[src/rtl/segled_pkg.sv]
// Shared constants for the multiplexed seven-segment scanner: register map,
// control bit positions, segment bit positions and the hex glyph table.
package segled_pkg;

    localparam int ADDR_CTRL     = 8;

    localparam int CTRL_SCAN_EN  = 0;
    localparam int CTRL_HEX_MODE = 1;

    localparam int SEG_A  = 0;
    localparam int SEG_B  = 1;
    localparam int SEG_C  = 2;
    localparam int SEG_D  = 3;
    localparam int SEG_E  = 4;
    localparam int SEG_F  = 5;
    localparam int SEG_G  = 6;
    localparam int SEG_DP = 7;

    // Entry n is the a..g pattern for hex digit n; element 15 is listed first.
    localparam logic [15:0][6:0] HEX7_TABLE = {
        7'h71, 7'h79, 7'h5E, 7'h39, 7'h7C, 7'h77, 7'h6F, 7'h7F,
        7'h07, 7'h7D, 7'h6D, 7'h66, 7'h4F, 7'h5B, 7'h06, 7'h3F
    };

endpackage

[src/rtl/segled_scan_if.sv]
// Register write bus shared with the other peripherals: one-cycle wr strobe,
// write address and 32-bit write data.
interface segled_scan_if #(
    parameter int ADDRESS_WIDTH = 5
);
    logic                     wr;
    logic [ADDRESS_WIDTH-1:0] waddr;
    logic [31:0]              wdata;

    modport master (output wr, output waddr, output wdata);
    modport slave  (input  wr, input  waddr, input  wdata);
endinterface

[src/rtl/segled_hex7.sv]
// Combinational 4-bit to 7-segment (a..g) decoder; only instantiated when
// SEGLED_HEX_DECODE_EN is defined.
module segled_hex7
    import segled_pkg::*;
(
    input  logic [3:0] nibble,
    output logic [6:0] seg
);
    assign seg = HEX7_TABLE[nibble];
endmodule

[src/rtl/segled_scan.sv]
// Multi-digit seven-segment scanner with per-digit segment registers and a dead
// cycle per digit slot. Optional hex decoding is built when SEGLED_HEX_DECODE_EN is defined.
module segled_scan
    import segled_pkg::*;
#(
    parameter int ADDRESS_WIDTH = 5,
    parameter int NUM_DIGITS    = 4,
    parameter int SCAN_DIV      = 50000
)(
    input  logic                  clk,
    input  logic                  rstn,
    segled_scan_if.slave          bus,
    output logic [7:0]            segled_pin,
    output logic [NUM_DIGITS-1:0] digit_sel
);
    localparam int IDX_W = (NUM_DIGITS > 1) ? $clog2(NUM_DIGITS) : 1;
    localparam int CNT_W = $clog2(SCAN_DIV);
    localparam logic [CNT_W-1:0] CNT_LAST = CNT_W'(SCAN_DIV - 1);
    localparam logic [IDX_W-1:0] IDX_LAST = IDX_W'(NUM_DIGITS - 1);

    logic                       ctrl_wr;
    logic [NUM_DIGITS-1:0][7:0] digit_all;
    logic [7:0]                 cur_digit;
    logic [7:0]                 seg_src;

    logic                  scan_en_q,  scan_en_d;
    logic [CNT_W-1:0]      scan_cnt_q, scan_cnt_d;
    logic [IDX_W-1:0]      idx_q,      idx_d;
    logic [7:0]            seg_q,      seg_d;
    logic [NUM_DIGITS-1:0] sel_q,      sel_d;

    assign ctrl_wr = bus.wr && (bus.waddr == ADDRESS_WIDTH'(ADDR_CTRL));

    generate
        for (genvar gi = 0; gi < NUM_DIGITS; gi++) begin : g_digit
            logic [7:0] dig_q, dig_d;

            always_comb begin
                dig_d = dig_q;
                if (bus.wr && (bus.waddr == ADDRESS_WIDTH'(gi)))
                    dig_d = bus.wdata[7:0];
            end

            always_ff @(posedge clk or negedge rstn) begin
                if (!rstn) dig_q <= '0;
                else       dig_q <= dig_d;
            end

            assign digit_all[gi] = dig_q;
        end
    endgenerate

    always_comb begin
        cur_digit = '0;
        for (int k = 0; k < NUM_DIGITS; k++)
            if (idx_q == IDX_W'(k)) cur_digit = digit_all[k];
    end

`ifdef SEGLED_HEX_DECODE_EN
    logic       hex_mode_q, hex_mode_d;
    logic [6:0] hex_seg;
    logic       unused_wdata;

    segled_hex7 u_hex7 (
        .nibble (cur_digit[3:0]),
        .seg    (hex_seg)
    );

    always_comb begin
        hex_mode_d = hex_mode_q;
        if (ctrl_wr) hex_mode_d = bus.wdata[CTRL_HEX_MODE];
    end

    always_ff @(posedge clk or negedge rstn) begin
        if (!rstn) hex_mode_q <= 1'b0;
        else       hex_mode_q <= hex_mode_d;
    end

    // Decimal point passes through untouched; bits 6:4 of the digit are don't-care.
    assign seg_src      = hex_mode_q ? {cur_digit[SEG_DP], hex_seg} : cur_digit;
    assign unused_wdata = &{1'b0, bus.wdata[31:8]};
`else
    logic unused_wdata;

    assign seg_src      = cur_digit;
    assign unused_wdata = &{1'b0, bus.wdata[31:8]};
`endif

    always_comb begin
        scan_en_d  = ctrl_wr ? bus.wdata[CTRL_SCAN_EN] : scan_en_q;
        scan_cnt_d = scan_cnt_q;
        idx_d      = idx_q;
        if (scan_en_q) begin
            if (scan_cnt_q == CNT_LAST) begin
                scan_cnt_d = '0;
                idx_d      = (idx_q == IDX_LAST) ? '0 : idx_q + 1'b1;
            end else begin
                scan_cnt_d = scan_cnt_q + 1'b1;
            end
        end
        seg_d = seg_src;
        // Count 0 of each slot is the blanking cycle between digits.
        sel_d = (scan_en_q && (scan_cnt_q != '0)) ? (NUM_DIGITS'(1) << idx_q) : '0;
    end

    always_ff @(posedge clk or negedge rstn) begin
        if (!rstn) begin
            scan_en_q  <= 1'b1;
            scan_cnt_q <= '0;
            idx_q      <= '0;
            seg_q      <= '0;
            sel_q      <= '0;
        end else begin
            scan_en_q  <= scan_en_d;
            scan_cnt_q <= scan_cnt_d;
            idx_q      <= idx_d;
            seg_q      <= seg_d;
            sel_q      <= sel_d;
        end
    end

    assign segled_pin = seg_q;
    assign digit_sel  = sel_q;

endmodule

[src/flat_wrapper.sv]
// flat-port wrapper written by rule: the top's interface ports become plain ports
module segled_scan_flat import segled_pkg::*;
#(
    parameter int ADDRESS_WIDTH = 5,
    parameter int NUM_DIGITS    = 4,
    parameter int SCAN_DIV      = 50000
)
  (clk, rstn, segled_pin, digit_sel, bus_wr, bus_waddr, bus_wdata);
  segled_scan_if #(.ADDRESS_WIDTH(ADDRESS_WIDTH)) bus_i ();
  input  logic clk;
  input  logic rstn;
  output logic [7:0] segled_pin;
  output logic [NUM_DIGITS-1:0] digit_sel;
  input wire logic [$bits(bus_i.wr)-1:0] bus_wr;
  input wire logic [$bits(bus_i.waddr)-1:0] bus_waddr;
  input wire logic [$bits(bus_i.wdata)-1:0] bus_wdata;
  assign bus_i.wr = bus_wr;
  assign bus_i.waddr = bus_waddr;
  assign bus_i.wdata = bus_wdata;
  segled_scan #(.ADDRESS_WIDTH(ADDRESS_WIDTH), .NUM_DIGITS(NUM_DIGITS), .SCAN_DIV(SCAN_DIV)) u_core (.clk(clk), .rstn(rstn), .bus(bus_i), .segled_pin(segled_pin), .digit_sel(digit_sel));
endmodule
[config.mk]
export PLATFORM = sky130hd
export DESIGN_NAME = segled_scan_flat
export DESIGN_NICKNAME = d
export VERILOG_FILES = /design/src/rtl/segled_pkg.sv /design/src/rtl/segled_scan_if.sv /design/src/rtl/segled_hex7.sv /design/src/rtl/segled_scan.sv /design/src/flat_wrapper.sv
export SDC_FILE = /design/constraint.sdc
export NUM_CORES = 1
export LEC_CHECK = 0
export CAP_MARGIN = 15
export CORE_MARGIN = 2
export CORE_UTILIZATION = 30
export CTS_BUF_LIST = sky130_fd_sc_hd__clkbuf_4 sky130_fd_sc_hd__clkbuf_8
export CTS_CLUSTER_SIZE = 25
export DETAILED_ROUTE_END_ITERATION = 10
export GPL_TIMING_DRIVEN = 0
export PLACE_DENSITY = 0.54
export SLEW_MARGIN = 20
export SYNTH_ARGS = -nofsm -noshare
export SYNTH_HDL_FRONTEND = slang
export SYNTH_SLANG_ARGS = --single-unit
export TNS_END_PERCENT = 50
[constraint.sdc]
create_clock -name clk -period 4.5 [get_ports clk]
set_input_delay 0.45 -clock clk [delete_from_list [all_inputs] [get_ports clk]]
set_output_delay 0.45 -clock clk [all_outputs]
set_load 0.02 [all_outputs]
# == Yosys cells after proc, flatten, opt, wreduce, memory -nomap -nowiden ==
# Cells that the tools add are included.
# Widths: inputs -> output; s select.
# classes
n_addsub,2
eq_ne,8
n_shift,1
muxes,7
n_reduce_logical,10
# ops
op,n
$mux 8,4
$add 16x1->16 const B,1
$eq 16x16->1 const B,1
$mux 16,1
$reduce_bool 16->1,1
$eq 5x2->1 const B,2
$logic_and 1x1->1,6
$eq 5x1->1 const B,1
$eq 5x4->1 const B,1
$logic_not 5->1,1
$eq 2x2->1 const B,2
$mux 4,1
$shl 1x2->4 const A,1
$add 2x1->2 const B,1
$eq 2x1->1 const B,1
$logic_not 2->1,1
$mux 2,1
$reduce_and 2->1,1
# totals
ff_bits,63
input_bits,40
elab_cells,37

# == Depth between registers and ports, before layout ==
# logic_depth
depth_word,5
mapped_depth,7
depth_no_buf,5

# == Least setup slack after synthesis ==
# No wires, ideal clock.
# synth_path
kind,register -> register
from,reg u_core.scan_en_q
to,reg u_core.scan_cnt_q[15]
setup_ns,0.125
arrival_time_ns,1.459
t_required_ns,4.375
slack_ns,2.916
stages_incl_launch_ff,6
path_buffers,1
synth_period_minus_slack_ns,1.584
path_cell_list,dfstp_2 > buf_2 > nand3_4 > nor4_4 > mux2i_1 > nor3_2
# synth_rtl
item,line_no,rtl
start: declaration,segled_scan.sv:26,"logic scan_en_q, scan_en_d;"
start signal: assignment,segled_scan.sv:114,scan_en_q <= scan_en_d;
end signal: assignment,segled_scan.sv:115,scan_cnt_q <= scan_cnt_d;
end: declaration,segled_scan.sv:27,"logic [CNT_W-1:0] scan_cnt_q, scan_cnt_d;"

# == Final worst setup path ==
# layout_path
from,reg u_core.idx_q[1]
to,"reg u_core.seg_q[4], in the netlist u_core.segled_pin[4]"
# layout_via
elab_chain_len,5
word_cells_on_any_way,8
# layout_lines
item,line_no,rtl
start: declaration,segled_scan.sv:28,"logic [IDX_W-1:0] idx_q, idx_d;"
start signal: assignment,segled_scan.sv:116,idx_q <= idx_d;
$logic_not 2->1,segled_scan.sv:56,if (idx_q == IDX_W'(k)) cur_digit = digit_all[k];
$mux 8 (3 in a row),segled_scan.sv:56,
$mux 8 *,segled_scan.sv:56,
net u_core.cur_digit[4],segled_scan.sv:23,logic [7:0] cur_digit;
end signal: assignment,segled_scan.sv:117,seg_q <= seg_d;
end: declaration,segled_scan.sv:29,"logic [7:0] seg_q, seg_d;"
# Mark *: on every way through the listed nets, which the timed path passes. The rest lies on a longest branch.
# A chain may end at the register's enable or synchronous reset.

==> qor_table.md <==
| Result | Value | Unit |
|---|---|---|
| Worst setup path category | reg2reg | - |
| Relative area change from synthesis to final layout | 22.94 | % |
| H-tree levels | 3 | - |
| Number of search-and-repair iterations in the first detailed-routing pass | 4 | - |
| Final routed wirelength across all metal layers | 5.554 | mm |
| Global-route congestion overflow total | 0 | - |
| Post-CTS Setup Bufs | 0 | - |
| Boundary pin count | 52 | - |
| Area of the core region | 9240 | µm² |
| Total power draw | 1.480 | mW |
| Height of the die | 101.6 | µm |
| Area after detailed placement | 3307 | µm² |
| Antenna cells | 0 | - |
| Post-synth EDFFs | 0 | - |
| Detail Route Antenna Nets | 0 | - |
| Synthesized area divided by synthesized cell count | 12.76 | µm² |
| Outcome | finished, final reports clean | - |
| Post-synthesis cell count | 224 | - |
| Source-to-sink clock delay at the later pin of the worst-skew pair | 0.34 | ns |
| Share of final-layout standard cells stronger than drive strength 1 | 25.00 | % |
| Total negative slack | 0 | ns |
| Path class of the lowest-slack min-delay path | in2async | - |
| Total of flip-flops plus latches after synthesis | 63 | - |
| Die area | 10320 | µm² |
| Post-route setup slack | 2.481 | ns |
| Final routed DRC violation total | 0 | - |
| Synthesized Nets | 270 | - |
| Via count | 1799 | - |
| Lkg Pwr | 1.560 | nW |
| Post-route fraction of the period consumed by the critical path | 44.87 | % |
| IO Port Bufs | 27 | - |
| Critical Path RT | 4.73 | ns |
| CTS max path bufs | 2 | - |
| Final count of hold timing violations | 0 | - |
| Place WS | 2.320 | ns |
| Detailed placer's ending HPWL | 3.717 | mm |
| Final weighted congestion in routability-driven placement | 0.7325 | - |
| FP Rows | 35 | - |
| TritonCTS clock tree | yes | - |
| Power density over the cells | 421.3 | nW/µm² |
| All-layer global routing usage | 12.15 | % |
| Largest net degree at the start of global routing | 40 | - |
| Clock Root Buffer | clkbuf_8 | - |
| Post-detailed-route wirelength per cell | 13.99 | µm |
| Initial core utilization | 30.93 | % |
| Vias in the first global route | 1840 | - |
| Yosys synthesis warning count | 0 | - |
| Critical Path End Type | flip-flop | - |
| CTS-repair resized insts | 0 | - |
| Worst relative slew slack | 62.15 | % |
| Distinct cell type count of the synthesized netlist | 40 | - |
| Slew at the pin closest to its max-slew limit | 0.5677 | ns |
| Max FO, Critical Path | 10 | - |
| Final non-filler cell area | 3513 | µm² |
| Setup repair after global routing missed its margin | false | - |
| Final Util | 38.02 | % |
| Die width | 101.6 | µm |
| Clock sink total | 63 | - |
| Peak Freq | 0.4953 | GHz |
| Clock slew seen by the registers of the worst setup and hold paths | 0.07 | ns |
| Post-layout min period | 2.019 | ns |
| CTS hold repair buffers | 0 | - |
| Critical Path Start Type | flip-flop | - |
| Setup clock skew after layout | 0.008945 | ns |
| Antenna violations before repair | 0 | - |
| Synthesized cell area | 2858 | µm² |
| Number of nets at the end of the flow | 309 | - |
| Max-cap violation count | 0 | - |
| Avg Vias per Cell | 4.531 | - |
| Slew Viols, Final | 0 | - |
| Num CTS Buffers | 9 | - |
| Maximum resistive drop on vdd | 0.0001480 | V |
| Final count of negative-setup-slack endpoints | 0 | - |
| Proportion of synthesized chip area in sequential cells | 55.21 | % |
| Data arrival, critical path | 2.25 | ns |
| Fill cell count | 882 | - |
| Global-route wire length before repair | 9.473 | mm |
| Most used flip-flop cell after synthesis | dfrtp_1 | - |
| Proportion of register bits with asynchronous set or reset after synthesis | 100.0 | % |
| DRC violation total after the first TritonRoute iteration | 64 | - |
path summary, 6_finish.rpt:
| path | cells after the start | endpoint | startpoint | slack (ns) |
|---|---|---|---|---|
| max | 7 | u_core.segled_pin[4] | u_core.idx_q[1] | 2.48 |
| min | 1 | u_core.scan_cnt_q[9] | rstn | 0.008 |
| max reg2reg | 7 | u_core.segled_pin[4] | u_core.idx_q[1] | 2.48 |
| min reg2reg | 2 | u_core.segled_pin[3] | u_core.g_digit[3].dig_q[3] | 0.48 |
| max in group asynchronous | 2 | u_core.scan_en_q | rstn | 3.91 |
| min in group clk | 2 | u_core.segled_pin[3] | u_core.g_digit[3].dig_q[3] | 0.48 |
worst max-delay path, cell delays in order, from the launching register on:
cell,delay (ns)
dfrtp_1,0.39
inv_1,0.07
ha_1,0.17
clkbuf_1,0.26
nor2b_1,0.17
clkbuf_1,0.39
a221oi_1,0.15
o31ai_1,0.30
cell usage in the layout (no fill, tap or decap), types with 5 or more instances in the layout:
master           Yosys  layout
nand2_1             17      17
o31ai_1              8       8
clkdlybuf4s50_1      0      26
xnor2_1              8       8
and2_1               5       5
nor2_1              11      11
nor2b_1              9       9
nand3_1              6       6
mux2_2              34      34
inv_1                6       6
ha_1                 6       6
clkbuf_8             0      10
dfrtp_1             62      62
a221oi_1             8       8
per-stage QoR:
step / cells / hold slack, ns
floorplan: 224 / 0.1544
global placement: 380 / 0.4661
detailed placement: 381 / 0.3912
CTS: 397 / 0.01142
global route: 397 / 0.01261
finish: 397 / 0.008335
Yosys cell counts (5+ instances only):
cell	count	share of area, %
inv_1	6	0.79
nor2b_1	9	2.0
mux2_2	34	13
dfrtp_1	62	54
nand2_1	17	2.2
a221oi_1	8	2.5
nand3_1	6	1.1
nor2_1	11	1.4
xnor2_1	8	2.5
and2_1	5	1.1
o31ai_1	8	2.1
ha_1	6	2.6
state kept, by name, indices dropped and copies added (netlist names):
register	flops
u_core.digit_sel	4
u_core.g_digit.dig_q	32
u_core.idx_q	2
u_core.scan_cnt_q	16
u_core.scan_en_q	1
u_core.segled_pin	8
area by class of cell:
class                           instances  area, µm²  area share, %
Clock inverter                          6      68.82          1.959
Buffer                                  6      23.77         0.6766
Clock buffer                           10      137.6          3.917
Multi-Input combinational cell        149       1234          35.11
Sequential cell                        63       1578          44.91
Inverter                                6      22.52         0.6410
Tap cell                              129      161.4          4.594
Timing Repair Buffer                   28      287.8          8.191
metal layers:
metal  track usage, %  wire (µm)  up-vias
met3            3.244        181        9
met5                0          0        -
li1                 -          -      885
met2            17.36       2356       26
met1            17.15       2909      879
met4            5.613        107        0
power by group:
group | internal, mW | switching [mW] | leakage (nW)
Sequential | 0.660 | 0.0616 | 0.816
Clock | 0.274 | 0.236 | 0.103
Combinational | 0.130 | 0.119 | 0.641
Total | 1.06 | 0.417 | 1.56
logic make-up after synthesis:
group / count (synthesis) / share of synthesized area (%)
AO/OA/AOI/OAI: 22 / 5.867
XOR/XNOR: 12 / 3.678
adder cells (fa/ha/maj): 6 / 2.627
buffers and inverters: 12 / 1.619
flip-flops: 63 / 55.21
multiplexers: 36 / 14.10
AND/OR/NAND/NOR: 73 / 16.90
No activity file was read; power rests on OpenSTA's default activity.
